--- src/rtl/reg_rename_file_pkg.sv ---
// Shared widths, bus types and the commit payload for the rename register file.
package reg_rename_file_pkg;

  localparam int unsigned XLEN    = 32;
  localparam int unsigned REG_NUM = 32;
  localparam int unsigned REG_W   = 5;
  localparam int unsigned TAG_W   = 5;

  typedef logic [REG_W-1:0] reg_idx_t;
  typedef logic [XLEN-1:0]  reg_val_t;
  typedef logic [TAG_W-1:0] rob_tag_t;

  localparam rob_tag_t NULL_TAG = TAG_W'(0);

  typedef struct packed {
    logic     vld;
    reg_idx_t rd;
    reg_val_t val;
    rob_tag_t tag;
  } commit_t;

endpackage

--- src/rtl/reg_rename_file_read_port.sv ---
// One operand lookup: hardwired x0, same-cycle commit bypass, else stored tag/value.
module reg_read_port
  import reg_rename_file_pkg::*;
(
  input  reg_idx_t i_idx,
  input  rob_tag_t i_tag,
  input  reg_val_t i_val,
  input  commit_t  i_commit,
  output rob_tag_t o_rely,
  output reg_val_t o_val
);

  // Bypass only when the committing entry is still the register's owner.
  always_comb begin
    o_rely = i_tag;
    o_val  = i_val;
    if (i_idx == REG_W'(0)) begin
      o_rely = NULL_TAG;
      o_val  = XLEN'(0);
    end else if (i_commit.vld && (i_commit.rd == i_idx) && (i_tag == i_commit.tag)) begin
      o_rely = NULL_TAG;
      o_val  = i_commit.val;
    end
  end

endmodule

--- src/rtl/reg_rename_file.sv ---
// Architectural register file with per-register ROB rename tags, commit writes and flush.
module reg_rename_file
  import reg_rename_file_pkg::*;
(
  input  logic                 clk_in,
  input  logic                 rst_n_in,
  input  logic                 rdy_in,
  input  logic                 clear_in,
  input  logic                 dispatch_rdy,
  input  logic [REG_W-1:0]     dispatch_rd,
  input  logic [TAG_W-1:0]     dispatch_tag,
  input  logic [REG_W-1:0]     rs1_idx,
  input  logic [REG_W-1:0]     rs2_idx,
  output logic [TAG_W-1:0]     rs1_rely,
  output logic [XLEN-1:0]      rs1_val,
  output logic [TAG_W-1:0]     rs2_rely,
  output logic [XLEN-1:0]      rs2_val,
  input  logic                 write_rdy,
  input  logic [REG_W-1:0]     to_rd,
  input  logic [XLEN-1:0]      write_val,
  input  logic [TAG_W-1:0]     commit_tag
);

  reg_val_t r_regs [REG_NUM];
  rob_tag_t r_tag  [REG_NUM];

  commit_t  w_commit;
  rob_tag_t w_rs1_rely, w_rs2_rely;
  reg_val_t w_rs1_val, w_rs2_val;

  assign w_commit = '{vld: write_rdy, rd: to_rd, val: write_val, tag: commit_tag};

  // Later assignments win: dispatch overrides commit-retire, clear overrides both.
  always_ff @(posedge clk_in or negedge rst_n_in) begin
    if (!rst_n_in) begin
      for (int unsigned i = 0; i < REG_NUM; i++) begin
        r_regs[i] <= XLEN'(0);
        r_tag[i]  <= NULL_TAG;
      end
    end else if (rdy_in) begin
      if (write_rdy && (to_rd != REG_W'(0))) begin
        r_regs[to_rd] <= write_val;
        if (r_tag[to_rd] == commit_tag) begin
          r_tag[to_rd] <= NULL_TAG;
        end
      end
      if (clear_in) begin
        for (int unsigned i = 0; i < REG_NUM; i++) begin
          r_tag[i] <= NULL_TAG;
        end
      end else if (dispatch_rdy && (dispatch_rd != REG_W'(0))) begin
        r_tag[dispatch_rd] <= dispatch_tag;
      end
    end
  end

  reg_read_port u_rs1 (
    .i_idx    (rs1_idx),
    .i_tag    (r_tag[rs1_idx]),
    .i_val    (r_regs[rs1_idx]),
    .i_commit (w_commit),
    .o_rely   (w_rs1_rely),
    .o_val    (w_rs1_val)
  );

  reg_read_port u_rs2 (
    .i_idx    (rs2_idx),
    .i_tag    (r_tag[rs2_idx]),
    .i_val    (r_regs[rs2_idx]),
    .i_commit (w_commit),
    .o_rely   (w_rs2_rely),
    .o_val    (w_rs2_val)
  );

  assign rs1_rely = w_rs1_rely;
  assign rs1_val  = w_rs1_val;
  assign rs2_rely = w_rs2_rely;
  assign rs2_val  = w_rs2_val;

endmodule

--- config.mk ---
export PLATFORM = sky130hd
export DESIGN_NAME = reg_rename_file
export DESIGN_NICKNAME = d
export VERILOG_FILES = /design/src/rtl/reg_rename_file_pkg.sv /design/src/rtl/reg_rename_file_read_port.sv /design/src/rtl/reg_rename_file.sv
export SDC_FILE = /design/constraint.sdc
export NUM_CORES = 2
export LEC_CHECK = 0
export ABC_AREA = 1
export CAP_MARGIN = 20
export CORE_ASPECT_RATIO = 1.5
export CORE_MARGIN = 3
export CORE_UTILIZATION = 49
export CTS_CLUSTER_DIAMETER = 50
export DETAILED_ROUTE_END_ITERATION = 6
export PLACE_DENSITY = 0.68
export SYNTH_ARGS = -nofsm -noshare
export SYNTH_HDL_FRONTEND = slang
export SYNTH_SLANG_ARGS = --single-unit
--- constraint.sdc ---
create_clock -name clk_in -period 2.2 [get_ports clk_in]
set_input_delay 0.33 -clock clk_in [delete_from_list [all_inputs] [get_ports clk_in]]
set_output_delay 0.33 -clock clk_in [all_outputs]
set_load 0.01 [all_outputs]
# Yosys cells after proc, flatten, opt, wreduce, memory -nomap -nowiden
# Index checks and enable logic that the tools add are counted.
# totals
elab_cells,130
out_inout_bits,74
regBits,1184
in_bits,68
# classes
n_reduce_logical,13
n_mux,36
eq_ne,5
n_lt_le_gt_ge,6
bitwise,6
# op_table
op,n
1024-bit bitwise mux,1
160-bit 2-to-1 mux,5
32-bit binary-select mux with 5-bit select,2
32-bit 2-to-1 mux,9
160-bit bitwise AND,1
160-bit bitwise mux,1
32-bit demux with 5-bit select,1
160-bit inverter,1
5-bit binary-select mux with 5-bit select,3
5-bit 2-to-1 mux,12
5-bit demux with 5-bit select,2
5-bit equality test,5
6-bit greater-or-equal comparator (second input constant),4
5-bit inverter with 6-bit output,4
6-bit by 1-bit less-than comparator with 1-bit output (second input constant),2
5-bit logical NOT,2
5-bit nonzero test,2
1-bit logical AND,8
2-bit AND reduction,1

# Longest topological paths before layout
# logic_depth
depth_word,13
mapped_depth,21

# By module
# A second synthesis with hierarchy kept.
# hier_totals
hier_cells,9860
hier_area_um2,69510.4
# modules_own_cells
mod,area_per_inst_um2,cells_per_inst,n_inst,seq_area_each_um2
reg_rename_file,67308.3,9386,1,29628.4
reg_read_port,1101.1,237,2,0.0

# Least setup slack after synthesis
# Ideal clock, no wire load.
# synth_timing
kind,in2out
from,input rs2_idx[0]
to,output rs2_val[15]
path_stages,18
n_path_buf,5
t_arrival_ns,2.134
setup_slack_ns,-0.264
required_time_ns,1.870
cell_sequence,buf_2 -> buf_6 -> buf_6 -> a21oi_1 -> o21ai_1 -> nand3_1 -> nand3_1 -> nand2_1 -> nand2_1 -> nand3_1 -> nand2_1 -> nor2_4 -> nand3_2 -> buf_6 -> buf_6 -> nand2_1 -> nand2_1 -> nor2_1
# synth_between
elab_chain_len,8
word_cells_on_any_way,14
classes_between,eq/ne: 2; mux: 8; bitwise: 1; reduce/logical: 3
# synth_rtl
element,line,text
from (decl),reg_rename_file.sv:13,"input logic [REG_W-1:0] rs2_idx,"
5-bit inverter with 6-bit output (implied by the code),"reg_rename_file.sv:68, reg_rename_file.sv:69",
5-bit binary-select mux with 5-bit select,reg_rename_file.sv:68,".i_tag (r_tag[rs2_idx]),"
5-bit 2-to-1 mux (implied by the code) (2 in series),reg_rename_file.sv:68,
5-bit equality test,reg_rename_file_read_port.sv:20,end else if (i_commit.vld && (i_commit.rd == i_idx) && (i_tag == i_commit.tag)) begin
1-bit logical AND,reg_rename_file_read_port.sv:20,
32-bit 2-to-1 mux,reg_rename_file_read_port.sv:20,
32-bit 2-to-1 mux *,reg_rename_file_read_port.sv:17,if (i_idx == REG_W'(0)) begin
to (decl),reg_rename_file.sv:17,"output logic [XLEN-1:0] rs2_val,"
# Every way passes the cells marked *; elsewhere a longest branch is shown, timed or not. The select of a mux whose other input is x is not followed.

# Worst setup path after layout
# layout_timing
from,register r_tag[135] (netlist name)
to,output rs2_val[10]
# layout_between
elab_chain_len,7
# layout_rtl
element,line,text
from (decl),reg_rename_file.sv:25,rob_tag_t r_tag [REG_NUM];
"from (signal, indexed assignment)",reg_rename_file.sv:52,r_tag[dispatch_rd] <= dispatch_tag;
5-bit binary-select mux with 5-bit select,reg_rename_file.sv:68,
5-bit 2-to-1 mux (implied by the code) (2 in series),reg_rename_file.sv:68,
5-bit equality test,reg_rename_file_read_port.sv:20,
1-bit logical AND,reg_rename_file_read_port.sv:20,
32-bit 2-to-1 mux,reg_rename_file_read_port.sv:20,
32-bit 2-to-1 mux,reg_rename_file_read_port.sv:17,
# Every way passes these cells. The select of a mux whose other input is x is not followed.

==> results.tsv <==
metric	value	unit
status	complete, but fails checks	
violations	negative setup slack	
synth_xor_area_share	0.0369	%
multi_input_area	0.0377	mm^2
cts_tree	yes	
synth_cells	10500	
start_util	49.5	%
clk_pin_slew	0.06	ns
maxCapViolations	0	
cp_max_fo	8	
syn_area_per_cell	6.76	um^2
p_switching	19.6	mW
preCtsSetupSlack	-1.80	ns
syn2layout_area_growth	24.6	%
clock_sinks	1184	
gr-total-overflow	0	
cts_root_buf	clkbuf_16	
worst_pin_slew	0.976	ns
cts-buffers-inserted	135	
synthFlopType	dfrtp_1	
die_y	473	um
setup_violations	229	
cp.required	1.87	ns
place.gp.congestion	1.05	
die_width	317	um
ant_nets	0	
final_nets	11000	
pwr-share-seq	41.6	%
timing.slew.headroom	35.0	%
track_usage	40.7	%
yosys_warnings	0	
synth_cell_types	47	
ios	142	
portBuffers	141	
drive_gt1_share	17.3	%
wire_per_inst	24.1	um
worst_slack	-1.34	ns
fin_crit_sh	161	%
floorplan.die_area	0.150	mm^2
routed-via-count	80400	
swShare	31.4	%
ys_seq_elements	1184	
instances_no_fill	13000	
cts_buffer_depth	3	
async_flop_share	100	%
synthMuxAreaShare	0	%
vdd_drop_max	0.731	mV
design.core.area	0.144	mm^2
dp_cells	12700	
vias_per_cell	6.20	
p_clk_share	38.8	%
grt_pass1_wl	465000	um
slew_violations	0	
cp-end-kind	output pin	
syn_area	0.0711	mm^2
synthAdderAreaFrac	0	%
detail_route.iter0.violations	11600	
grt_max_degree	156	
hold_viol	0	
power.leakage	41.4	nW
rsz0062_at_grt	yes	
grt_pass1_vias	76400	
fillers	12700	
fin_crit	3.54	ns
startpoint_type	flip-flop	
placement_rows	170	
criticalPathCategory	flip-flop to output pin	
dr.pass1.iters	7	
dp_hpwl	193000	um
crit_arrival	3.21	ns
synth-edff-count	0	
synth-compound-area-share	21.0	%
p_total	62.5	mW
synth_top_family_by_area	simple AND/OR/NAND/NOR gates	
drcViolationCount	0	
drt-total-wl	312000	um
fmax	0.282	GHz
yosysSeqAreaShare	41.7	%
p_int	42.9	mW
clock_latency	0.84	ns
finClkSkew	0.0614	ns
synth_nets	10600	
p_comb_share	19.6	%
grt_antenna_before_repair	3	
synthSimpleGateAreaFrac	29.3	%
htreeDepth	4	
power_density	705	mW/mm^2
hp-class	input pin to flip-flop	
seqCellArea	0.0297	mm^2
[cells in the final DEF, fill, tap and decap left out, types with 55 or more instances in the layout]
cell type  count
a211oi_1      62
a21oi_1     1049
a221oi_1      55
buf_12       209
buf_2         55
buf_4        826
buf_6         58
clkbuf_16    139
dfrtp_1     1158
inv_1        416
nand2_1     3622
nand2_2      126
nand2_4       89
nand3_1      730
nor2_1       270
nor2_2        73
o21ai_0     1456
[final cells by class]
cell class,count,share of cell area [%]
clock buffer,180,4.28
antenna,3,0.00847
sequential,1184,33.5
clock inverter,62,1.01
inverter,469,2.06
timing repair buffer,1229,13.9
multi-input combinational,7946,42.6
tap,1892,2.67
[flip-flops by register name, summed over array words and instances (netlist names)]
name,flops
r_regs,1024
r_tag,160
[per-layer routing]
| metal | vias up | track usage, % | routed length [um] |
|---|---|---|---|
| met5 | - | 0 | 9 |
| met4 | 2 | 30.8 | 27200 |
| met3 | 1526 | 11.2 | 38200 |
| met2 | 5653 | 61.7 | 138000 |
| met1 | 37800 | 49.1 | 109000 |
| li1 | 35500 | - | - |
[stage by stage]
stage          cell area (um^2)  setup TNS, ns  util, %  hold WS (ns)
3_3_place_gp              81600        -703.19     56.8         0.227
5_1_grt                   88600        -166.35     61.7         0.342
6_report                  88600        -140.61     61.7         0.303
3_5_place_dp              81600        -703.15     56.8         0.226
2_1_floorplan             71600          -6.60        -        0.0344
4_1_cts                   87400        -133.80     60.9         0.294
[cells by family after synthesis]
group | after synthesis
buffers and inverters | 1393
AOI/OAI and AO/OA | 2833
xor gates and xnor gates | 3
and+or+nand+nor | 5110
DFF | 1184
[repair_timing]
item,in CTS,in global routing
pin swaps,97,118
buffers inserted,24,32
gates resized for setup,597,293
cloned,13,2
endpoints found under the hold margin,817,0
endpoints found under the setup margin,229,229
hold buffers,4,0
[power by group through the flow]
stage	logic (mW)	registers (mW)	clock network (mW)
2_1_floorplan	6.61	25.9	0
3_3_place_gp	11.3	26.1	0
3_5_place_dp	11.5	26.3	0
4_1_cts	11.6	25.9	24.3
5_1_grt	13.4	26.2	25.2
6_report	12.2	26.0	24.2
[synthesized netlist by cell type, drive strengths merged (3+ instances only)]
cell    count  area, um^2
a221o       3        30.0
o221ai      3        26.3
a22oi      12        90.1
buf       280        1520
a221oi     55         482
o22ai       4        25.0
o211ai     44         330
a211oi     62         465
nor3        9        65.1
o31ai      54         405
a21oi    1058        5300
a32o        3        30.0
nor2      397        1560
nand2    3838       14400
a31oi      32         200
and3       28         175
clkbuf    644        2420
nand3     801        4410
o21ai    1498        7500
nand4      34         213
inv       468        1760
dfrtp    1184       29600
[critical path, cell delays in order, from the launching register on]
cell	delay [ns]
dfrtp_2	0.45
buf_6	0.14
o211ai_1	0.20
nand3_2	0.14
nand3_2	0.10
nand2_2	0.06
inv_2	0.07
nand2_1	0.05
nand2_1	0.08
nand2_2	0.07
nor2_4	0.12
nand3_4	0.12
buf_12	0.18
buf_12	0.15
buf_8	0.13
nand2_4	0.06
nand2_4	0.05
nor2_4	0.10
buf_6	0.11
[final timing paths]
check | start | to | slack, ns | cells past startpoint
setup reg to reg | r_tag[139]$_DFFE_PN0P_ | r_tag[44]$_DFFE_PN0P_ | -0.40 | 17
setup / recovery | r_tag[135]$_DFFE_PN0P_ | rs2_val[10] | -1.34 | 18
hold / removal | clear_in | r_tag[158]$_DFFE_PN0P_ | 0.30 | 4
min in group asynchronous | rst_n_in | r_tag[23]$_DFFE_PN0P_ | 0.55 | 3
hold reg to reg | r_regs[1005]$_DFFE_PN0P_ | r_regs[1005]$_DFFE_PN0P_ | 0.38 | 0
max in group asynchronous | rst_n_in | r_tag[28]$_DFFE_PN0P_ | 0.52 | 4
Note: power is estimated with default switching activity, not from simulation.
